File: config.mk
export PLATFORM = sky130hd
export DESIGN_NAME = mem_line_sequencer_flat
export DESIGN_NICKNAME = d
export VERILOG_FILES = /design/src/rtl/mem_line_sequencer_if.sv /design/src/rtl/mem_line_sequencer.sv /design/src/flat_wrapper.sv
export SDC_FILE = /design/constraint.sdc
export NUM_CORES = 1
export LEC_CHECK = 0
export CORE_UTILIZATION = 35
export DETAILED_ROUTE_END_ITERATION = 8
export GPL_ROUTABILITY_DRIVEN = 0
export SYNTH_ARGS = -nofsm -noshare
export SYNTH_HDL_FRONTEND = slang
export SYNTH_SLANG_ARGS = --single-unit
File: constraint.sdc
create_clock -name clk -period 8.7 [get_ports clk]
set_clock_uncertainty 0.15 [all_clocks]
set_input_delay 1.74 -clock clk [delete_from_list [all_inputs] [get_ports clk]]
set_output_delay 1.74 -clock clk [all_outputs]
set_load 0.02 [all_outputs]
File: src/rtl/mem_line_sequencer_if.sv
// Arbiter-side line request and external 32-bit beat port of the line sequencer.
// The sequencer connects through the slave modport; the arbiter/memory side uses master.
interface mem_line_sequencer_if;
  logic         is_mem_req;
  logic         mem_we;
  logic [19:0]  mem_addr;
  logic [127:0] dcache_to_mem_data_out;
  logic         reset_mem_req;
  logic [127:0] data_from_mem;
  logic         mem_ready;
  logic         mem_error;
  logic         busy;
  logic         ext_req;
  logic         ext_we;
  logic [19:0]  ext_addr;
  logic [31:0]  ext_wdata;
  logic         ext_ack;
  logic [31:0]  ext_rdata;

  modport slave (
    input  is_mem_req, mem_we, mem_addr, dcache_to_mem_data_out, reset_mem_req,
    input  ext_ack, ext_rdata,
    output data_from_mem, mem_ready, mem_error, busy,
    output ext_req, ext_we, ext_addr, ext_wdata
  );

  modport master (
    output is_mem_req, mem_we, mem_addr, dcache_to_mem_data_out, reset_mem_req,
    output ext_ack, ext_rdata,
    input  data_from_mem, mem_ready, mem_error, busy,
    input  ext_req, ext_we, ext_addr, ext_wdata
  );
endinterface

File: src/rtl/mem_line_sequencer.sv
// Splits one 128-bit line request into four 32-bit req/ack beats, with per-beat
// timeout and abort; read lines are assembled and returned with a mem_ready pulse.
module mem_line_sequencer #(
  parameter int unsigned TIMEOUT_CYCLES = 255
) (
  input logic                 clk,
  input logic                 reset,
  mem_line_sequencer_if.slave bus
);
  typedef enum logic [1:0] {IDLE, BEAT, DONE} state_t;

  localparam logic [7:0] TMO_LIMIT = 8'(TIMEOUT_CYCLES);

  state_t       state;
  logic [15:0]  line_q;
  logic         we_q;
  logic [127:0] wline_q;
  logic [95:0]  shadow_q;
  logic [1:0]   beat_q;
  logic [7:0]   tmo_q;
  logic         abort_q;

  logic [127:0] data_q;
  logic         ready_q;
  logic         error_q;
  logic         busy_q;
  logic         ext_req_q;
  logic         ext_we_q;
  logic [19:0]  ext_addr_q;
  logic [31:0]  ext_wdata_q;

  logic         ack_hit;
  logic         tmo_hit;
  logic         abort_now;
  logic         last_beat;
  logic [7:0]   tmo_next;

  function automatic logic [31:0] word_sel(input logic [127:0] line, input logic [1:0] idx);
    return line[32*idx +: 32];
  endfunction

  function automatic logic [19:0] beat_addr(input logic [15:0] line, input logic [1:0] idx);
    return {line, idx, 2'b00};
  endfunction

  // Only words 0..2 are parked here; word 3 goes straight from ext_rdata to the result.
  function automatic logic [95:0] shadow_put(input logic [95:0] shadow, input logic [1:0] idx,
                                             input logic [31:0] word);
    logic [95:0] res;
    res = shadow;
    case (idx)
      2'd0:    res[31:0]  = word;
      2'd1:    res[63:32] = word;
      2'd2:    res[95:64] = word;
      default: res        = shadow;
    endcase
    return res;
  endfunction

  assign ack_hit   = (state == BEAT) && ext_req_q && bus.ext_ack;
  assign tmo_next  = tmo_q + 8'd1;
  // An ack in the limit cycle takes precedence over the timeout.
  assign tmo_hit   = (state == BEAT) && !bus.ext_ack && (tmo_next == TMO_LIMIT);
  assign abort_now = abort_q | bus.reset_mem_req;
  assign last_beat = (beat_q == 2'd3);

  always_ff @(posedge clk) begin
    if (reset) begin
      state       <= IDLE;
      line_q      <= '0;
      we_q        <= 1'b0;
      wline_q     <= '0;
      shadow_q    <= '0;
      beat_q      <= '0;
      tmo_q       <= '0;
      abort_q     <= 1'b0;
      data_q      <= '0;
      ready_q     <= 1'b0;
      error_q     <= 1'b0;
      busy_q      <= 1'b0;
      ext_req_q   <= 1'b0;
      ext_we_q    <= 1'b0;
      ext_addr_q  <= '0;
      ext_wdata_q <= '0;
    end else begin
      case (state)
        IDLE: begin
          if (bus.is_mem_req) begin
            line_q      <= bus.mem_addr[19:4];
            we_q        <= bus.mem_we;
            wline_q     <= bus.dcache_to_mem_data_out;
            beat_q      <= 2'd0;
            tmo_q       <= 8'd0;
            abort_q     <= 1'b0;
            busy_q      <= 1'b1;
            ext_req_q   <= 1'b1;
            ext_we_q    <= bus.mem_we;
            ext_addr_q  <= beat_addr(bus.mem_addr[19:4], 2'd0);
            ext_wdata_q <= word_sel(bus.dcache_to_mem_data_out, 2'd0);
            state       <= BEAT;
          end
        end

        BEAT: begin
          if (bus.reset_mem_req) abort_q <= 1'b1;
          if (ack_hit) begin
            if (!we_q && !last_beat) shadow_q <= shadow_put(shadow_q, beat_q, bus.ext_rdata);
            if (abort_now || last_beat) begin
              ext_req_q   <= 1'b0;
              ext_we_q    <= 1'b0;
              ext_addr_q  <= '0;
              ext_wdata_q <= '0;
            end
            if (abort_now) begin
              abort_q <= 1'b0;
              busy_q  <= 1'b0;
              state   <= IDLE;
            end else if (last_beat) begin
              ready_q <= 1'b1;
              if (!we_q) data_q <= {bus.ext_rdata, shadow_q};
              state   <= DONE;
            end else begin
              beat_q      <= beat_q + 2'd1;
              tmo_q       <= 8'd0;
              ext_addr_q  <= beat_addr(line_q, beat_q + 2'd1);
              ext_wdata_q <= word_sel(wline_q, beat_q + 2'd1);
            end
          end else if (tmo_hit) begin
            ext_req_q   <= 1'b0;
            ext_we_q    <= 1'b0;
            ext_addr_q  <= '0;
            ext_wdata_q <= '0;
            tmo_q       <= tmo_next;
            if (abort_now) begin
              abort_q <= 1'b0;
              busy_q  <= 1'b0;
              state   <= IDLE;
            end else begin
              ready_q <= 1'b1;
              error_q <= 1'b1;
              data_q  <= '0;
              state   <= DONE;
            end
          end else begin
            tmo_q <= tmo_next;
          end
        end

        DONE: begin
          ready_q <= 1'b0;
          error_q <= 1'b0;
          busy_q  <= 1'b0;
          state   <= IDLE;
        end

        default: state <= IDLE;
      endcase
    end
  end

  assign bus.data_from_mem = data_q;
  assign bus.mem_ready     = ready_q;
  assign bus.mem_error     = error_q;
  assign bus.busy          = busy_q;
  assign bus.ext_req       = ext_req_q;
  assign bus.ext_we        = ext_we_q;
  assign bus.ext_addr      = ext_addr_q;
  assign bus.ext_wdata     = ext_wdata_q;
endmodule
File: src/flat_wrapper.sv
// flat-port wrapper written by rule: the top's interface ports become plain ports
module mem_line_sequencer_flat 
#(
  parameter int unsigned TIMEOUT_CYCLES = 255
)
  (clk, reset, bus_is_mem_req, bus_mem_we, bus_mem_addr, bus_dcache_to_mem_data_out, bus_reset_mem_req, bus_ext_ack, bus_ext_rdata, bus_data_from_mem, bus_mem_ready, bus_mem_error, bus_busy, bus_ext_req, bus_ext_we, bus_ext_addr, bus_ext_wdata);
  mem_line_sequencer_if bus_i ();
  input logic clk;
  input logic reset;
  input wire logic [$bits(bus_i.is_mem_req)-1:0] bus_is_mem_req;
  input wire logic [$bits(bus_i.mem_we)-1:0] bus_mem_we;
  input wire logic [$bits(bus_i.mem_addr)-1:0] bus_mem_addr;
  input wire logic [$bits(bus_i.dcache_to_mem_data_out)-1:0] bus_dcache_to_mem_data_out;
  input wire logic [$bits(bus_i.reset_mem_req)-1:0] bus_reset_mem_req;
  input wire logic [$bits(bus_i.ext_ack)-1:0] bus_ext_ack;
  input wire logic [$bits(bus_i.ext_rdata)-1:0] bus_ext_rdata;
  output wire logic [$bits(bus_i.data_from_mem)-1:0] bus_data_from_mem;
  output wire logic [$bits(bus_i.mem_ready)-1:0] bus_mem_ready;
  output wire logic [$bits(bus_i.mem_error)-1:0] bus_mem_error;
  output wire logic [$bits(bus_i.busy)-1:0] bus_busy;
  output wire logic [$bits(bus_i.ext_req)-1:0] bus_ext_req;
  output wire logic [$bits(bus_i.ext_we)-1:0] bus_ext_we;
  output wire logic [$bits(bus_i.ext_addr)-1:0] bus_ext_addr;
  output wire logic [$bits(bus_i.ext_wdata)-1:0] bus_ext_wdata;
  assign bus_i.is_mem_req = bus_is_mem_req;
  assign bus_i.mem_we = bus_mem_we;
  assign bus_i.mem_addr = bus_mem_addr;
  assign bus_i.dcache_to_mem_data_out = bus_dcache_to_mem_data_out;
  assign bus_i.reset_mem_req = bus_reset_mem_req;
  assign bus_i.ext_ack = bus_ext_ack;
  assign bus_i.ext_rdata = bus_ext_rdata;
  assign bus_data_from_mem = bus_i.data_from_mem;
  assign bus_mem_ready = bus_i.mem_ready;
  assign bus_mem_error = bus_i.mem_error;
  assign bus_busy = bus_i.busy;
  assign bus_ext_req = bus_i.ext_req;
  assign bus_ext_we = bus_i.ext_we;
  assign bus_ext_addr = bus_i.ext_addr;
  assign bus_ext_wdata = bus_i.ext_wdata;
  mem_line_sequencer #(.TIMEOUT_CYCLES(TIMEOUT_CYCLES)) u_core (.clk(clk), .reset(reset), .bus(bus_i));
endmodule
==> flow_summary.yaml, run 1 <==
placement:
  numPortBuffers: 366
  placedCellCount: 2910
  hpwl_mm: 33.1
  dp_slack_ns: 3.81
clocking:
  cts_root_buf: "clkbuf_16"
  cts_resized: 0
  cts_buffer_depth: 3
  htreeDepth: 2
  numCtsBuffers: 49
  cts_sinks: 439
  path_clk_slew_ns: 0.06
  cts_tree: "done"
  cts_hold_buf: 0
  insertion_delay_ns: 0.58
  post_cts_buffers: 0
power:
  swShare_pct: 31.7
  p_sw_w: 0.00192
  seq_power_share_pct: 39.6
  p_comb_share_pct: 26.0
  p_clk_share_pct: 34.4
  p_int_w: 0.00413
  vdd_drop_max_v: 0.000166
  powerDensity_nw_per_um2: 261
  power_leakage_nw: 9.18
timing:
  min_period_over_period_pct: 49.8
  hold_ws_ns: 0.299
  max_slew_margin_pct: 27.6
  tightest_slew_ns: 1.09
  rsz0062_at_grt: "no"
  min_period_ns: 4.33
  slew_viol_final: 0
  hold_violations: 0
  fmax_mhz: 231
  finalSetupViolations: 0
  fin_ws_ns: 4.37
  fin_setup_tns_ns: 0
logic_synthesis:
  synth_nets: 2227
  syn_area_sq_um: 17700
  synth_seq_area_share_pct: 49.8
  syn_avg_cell_area_sq_um: 8.69
  syn-instance-count: 2031
  synth_flop_cell: "dfxtp_1"
  ys_warn_count: 0
  synth_cell_types: 48
  synth-edff-count: 0
  ys_ff_latch: 439
  async_flop_share_pct: 0
global_routing:
  grt_use_total_pct: 20.2
  use_met3_pct: 6.60
  met2_usage_pct: 33.4
  grt_max_degree: 129
  grt_first_pass_wirelength_mm: 82.2
  antenna_found_initial: 12
  grt_use_met1_pct: 25.2
  overflow: 0
  grt_pass1_vias: 14800
  grt_busiest_layer: "met2"
setup_path:
  cp_data_required_time_ns: 9.05
  startpoint: "bus_ext_ack"
  r2r_start: "u_core.state[1]$_SDFFE_PP0P_"
  crit_path_start_kind: "input port"
  critical-path-slowest-cell: "buf_4"
  crit_path_cell_trace: "clkdlybuf4s50_1 > nand3_1 > nor2_4 > buf_4 > nand2_1 > mux2i_1"
  max_stage_delay_ns: 0.89
  worst-r2r-setup-slack_ns: 5.28
  critPathKind: "in2reg"
  crit_arrival_ns: 4.68
  crit_fanout: 93
  cp-end-kind: "flip-flop"
drt:
  drtIter0Drc: 1030
  ant_nets: 0
  post_drt_via_cell_ratio: 5.08
  drc: 0
  first_pass_iters: 6
  route.detailed.wl_per_inst_um: 17.7
  routed_wl_mm: 53.2
  num_vias: 15300
floorplanning:
  start_util_pct: 35.8
  dieArea_sq_um: 51400
  pin_count: 371
  die_h_um: 227
  fp.coreArea_sq_um: 49400
  rows: 81
  die_w_um: 227
flow_run:
  cap_violations: 0
finish:
  finalNonFillerCells: 3004
  fin_util_pct: 47.0
  nets: 2493
  syn_to_final_growth_pct: 31.5
  final_common_cell: "nand2_1"
  final_cell_mix: "nand2_1 (756), dfxtp_1 (438), clkdlybuf4s50_1 (365)"
  drive_gt1_share_pct: 6.46
outcome:
  outcome: "finished clean"
worst_hold_path:
  worstHoldStart: "u_core.shadow_q[62]$_SDFFE_PP0P_"
  worstHoldPathType: "reg2reg"
==> final cells by class <==
class / instances / area [sq um]
Sequential cell: 439 / 8790
Clock inverter: 13 / 133
Antenna cell: 3 / 7.51
Clock buffer: 78 / 1500
Tap cell: 664 / 831
Fill cell: 4801 / 26100
Timing Repair Buffer: 387 / 3840
Inverter: 8 / 35.0
Multi-Input combinational cell: 1412 / 8080
==> power groups by stage <==
stage / logic, W / registers [W] / clock network, W
final: 0.00158 / 0.00240 / 0.00208
after global routing: 0.00171 / 0.00242 / 0.00220
after CTS: 0.00159 / 0.00240 / 0.00213
after detailed placement: 0.00158 / 0.00244 / 0
after global placement: 0.00156 / 0.00243 / 0
after floorplan: 0.000856 / 0.00254 / 0
==> critical path: cells and delay by family <==
family        cells  cell delay (ns)
buf+inv           2             1.47
mux               1             0.17
simple gates      3             1.19
==> synthesized netlist by cell type (6+ instances only) <==
library cell / count / area share [%]
and3_1: 9 / 0.32
a22oi_1: 49 / 2.1
o21ai_0: 7 / 0.20
buf_1: 8 / 0.17
buf_2: 19 / 0.54
dfxtp_1: 439 / 50
o211ai_1: 49 / 2.1
clkbuf_1: 131 / 2.8
ha_1: 10 / 0.71
a21oi_1: 251 / 7.1
mux2i_1: 133 / 7.5
nor2_1: 14 / 0.30
mux4_2: 32 / 4.1
o211a_1: 49 / 2.8
nand2_1: 758 / 16
buf_8: 10 / 0.85
inv_1: 6 / 0.13
==> routing by layer <==
layer	routed length, um	share of wire (%)
met1	22500	42
met3	4930	9.3
met5	119	0.22
met4	818	1.5
met2	24800	47
==> kinds of logic (layout without fill, tap and decap cells) <==
| kind of cell | Yosys count | count (layout) | share of synthesized area [%] |
|---|---|---|---|
| compound gates | 424 | 424 | 15.2 |
| xor+xnor | 3 | 3 | 0.149 |
| fa+ha+maj | 10 | 10 | 0.709 |
| buf+inv | 180 | 486 | 4.77 |
| flops | 439 | 439 | 49.8 |
| mux | 166 | 166 | 11.7 |
| other cells | 0 | 3 | 0 |
| simple gates | 809 | 809 | 17.8 |
==> flip-flops by register name, summed over array words and instances, names as in the netlist, 2 cells and up <==
signal / cells
u_core.beat_q: 2
u_core.bus.data_from_mem: 128
u_core.bus.ext_addr: 20
u_core.bus.ext_wdata: 32
u_core.line_q: 16
u_core.shadow_q: 96
u_core.state: 2
u_core.tmo_q: 8
u_core.wline_q: 128
==> metrics by stage <==
stage	power [W]	instance area, sq um
2_1_floorplan	0.00340	17700
3_3_place_gp	0.00400	21600
3_5_place_dp	0.00402	21600
4_1_cts	0.00612	23200
5_1_grt	0.00634	23200
6_report	0.00605	23200
==> worst paths after layout <==
| path | endpoint | cells past startpoint |
|---|---|---|
| setup / recovery | u_core.bus.data_from_mem[22]$_SDFFE_PP0P_ | 6 |
| hold / removal | u_core.bus.data_from_mem[62]$_SDFFE_PP0P_ | 2 |
| setup reg to reg | u_core.bus.data_from_mem[22]$_SDFFE_PP0P_ | 7 |
| hold reg to reg | u_core.bus.data_from_mem[62]$_SDFFE_PP0P_ | 2 |
Note: power is estimated with default switching activity, not from simulation.
==> inputs of run 2 (changes only) <==
==> constraint.sdc (replaced) <==
create_clock -name clk -period 4.5 [get_ports clk]
set_clock_uncertainty 0.15 [all_clocks]
set_input_delay 0.9 -clock clk [delete_from_list [all_inputs] [get_ports clk]]
set_output_delay 0.9 -clock clk [all_outputs]
set_load 0.02 [all_outputs]
==> run 2 against run 1 <==
Compared with the run above: sequential share of layout area shrank 0.067 points; total power is 93% higher; die area is the same; flip-flop and latch count unchanged; design area increased by 0.18%; worst setup slack lost 3.1 ns; register-to-register slack worse by 4.0 ns; utilization increased by 0.084 points; critical path depth increased by 1; combinational power is 96% higher; global-route usage hardly changed; worst hold slack better by 0.0021 ns.
==> flow_summary.yaml, run 2 (synthesis gave the netlist of run 1 again) <==
clocking:
  cts_tree: "done"
  insertion_delay_ns: 0.57
  post_cts_buffers: 0
  cts_resized: 0
  cts_buffer_depth: 3
  cts_hold_buf: 0
  numCtsBuffers: 49
  htreeDepth: 2
  cts_root_buf: "clkbuf_16"
  cts_sinks: 439
  path_clk_slew_ns: 0.06
timing:
  tightest_slew_ns: 1.09
  max_slew_margin_pct: 27.1
  min_period_ns: 3.23
  fin_setup_tns_ns: 0
  fmax_mhz: 309
  finalSetupViolations: 0
  hold_violations: 0
  slew_viol_final: 0
  min_period_over_period_pct: 71.9
  rsz0062_at_grt: "no"
drt:
  drtIter0Drc: 882
  drc: 0
  ant_nets: 0
  num_vias: 15200
  route.detailed.wl_per_inst_um: 17.8
  post_drt_via_cell_ratio: 5.06
  routed_wl_mm: 53.3
  first_pass_iters: 5
finish:
  antenna_cells: 0
  final-seq-area_sq_um: 8790
  syn_to_final_growth_pct: 31.7
  fin_util_pct: 47.1
  final_common_cell: "nand2_1"
  final_area_sq_um: 23300
  multiInputGateArea_sq_um: 8080
  fillers: 4780
  final_cell_mix: "nand2_1 (756), dfxtp_1 (438), clkdlybuf4s50_1 (365)"
  drive_gt1_share_pct: 6.63
  nets: 2503
floorplanning:
  dieArea_sq_um: 51400
  pin_count: 371
  start_util_pct: 35.8
  die_w_um: 227
  rows: 81
  fp.coreArea_sq_um: 49400
  die_h_um: 227
placement:
  hpwl_mm: 34.3
  numPortBuffers: 366
  dpl_cell_area_sq_um: 21700
power:
  power_w: 0.0117
  vdd_drop_max_v: 0.000350
  powerDensity_nw_per_um2: 502
  power_leakage_nw: 9.20
flow_run:
  cap_violations: 0
setup_path:
  crit_path_start_kind: "flip-flop"
  critical-path-slowest-cell: "nor2_4"
  max_stage_delay_ns: 0.90
  cp-end-kind: "flip-flop"
  critPathKind: "reg2reg"
  cp_data_required_time_ns: 4.85
  crit_arrival_ns: 3.58
  crit_fanout: 52
  crit_path_cell_trace: "inv_1 > ha_1 > nand3_1 > nor2_4 > buf_4 > nand2_1 > mux2i_1"
global_routing:
  overflow: 0
  grt_first_pass_wirelength_mm: 82.0
  antenna_found_initial: 11
  grt_pass1_vias: 14900
  grt_max_degree: 133
  grt_use_total_pct: 20.2
outcome:
  outcome: "finished clean"
worst_hold_path:
  worstHoldPathType: "reg2reg"
-- run 2: layout make-up --
cell class,count,share of cell area [%]
Sequential cell,439,37.8
Clock buffer,71,6.11
Clock inverter,12,0.624
Tap cell,664,3.57
Multi-Input combinational cell,1412,34.8
Inverter,8,0.151
Timing Repair Buffer,397,17.0
-- run 2: critical path: cells and delay by family (launching register included) --
family        cells  cell delay (ns)
simple gates      3             1.37
flops             1             0.34
mux               1             0.15
buf+inv           2             0.70
fa+ha+maj         1             0.39
-- run 2: path summary, 6_finish.rpt --
path | from | to | slack [ns] | cells after the start
hold reg to reg | u_core.shadow_q[18]$_SDFFE_PP0P_ | u_core.bus.data_from_mem[18]$_SDFFE_PP0P_ | 0.30 | 2
hold / removal | u_core.shadow_q[18]$_SDFFE_PP0P_ | u_core.bus.data_from_mem[18]$_SDFFE_PP0P_ | 0.30 | 2
setup / recovery | u_core.state[1]$_SDFFE_PP0P_ | u_core.bus.data_from_mem[71]$_SDFFE_PP0P_ | 1.27 | 7
setup reg to reg | u_core.state[1]$_SDFFE_PP0P_ | u_core.bus.data_from_mem[71]$_SDFFE_PP0P_ | 1.27 | 7
-- run 2: metal layers --
metal / GRT usage, % / up-vias / share of wire (%)
met5: 0 / - / 0.26
met4: 4.58 / 20 / 1.6
met3: 6.88 / 80 / 8.1
met2: 33.7 / 425 / 47
met1: 24.9 / 7264 / 43
li1: - / 7419 / -
-- run 2: power by group --
group          internal (W)  total [W]  switching, W
logic               0.00126    0.00309       0.00182
registers           0.00437    0.00464      0.000270
clock network       0.00235    0.00394       0.00159
-- run 2: stage by stage --
stage,worst slack (ns),hold slack (ns),instances
3_5_place_dp,0.672,0.294,2920
6_report,1.27,0.301,3003
5_1_grt,0.989,0.313,3003
4_1_cts,1.22,0.302,3003
3_3_place_gp,0.709,0.288,2920
2_1_floorplan,1.30,0.283,2031
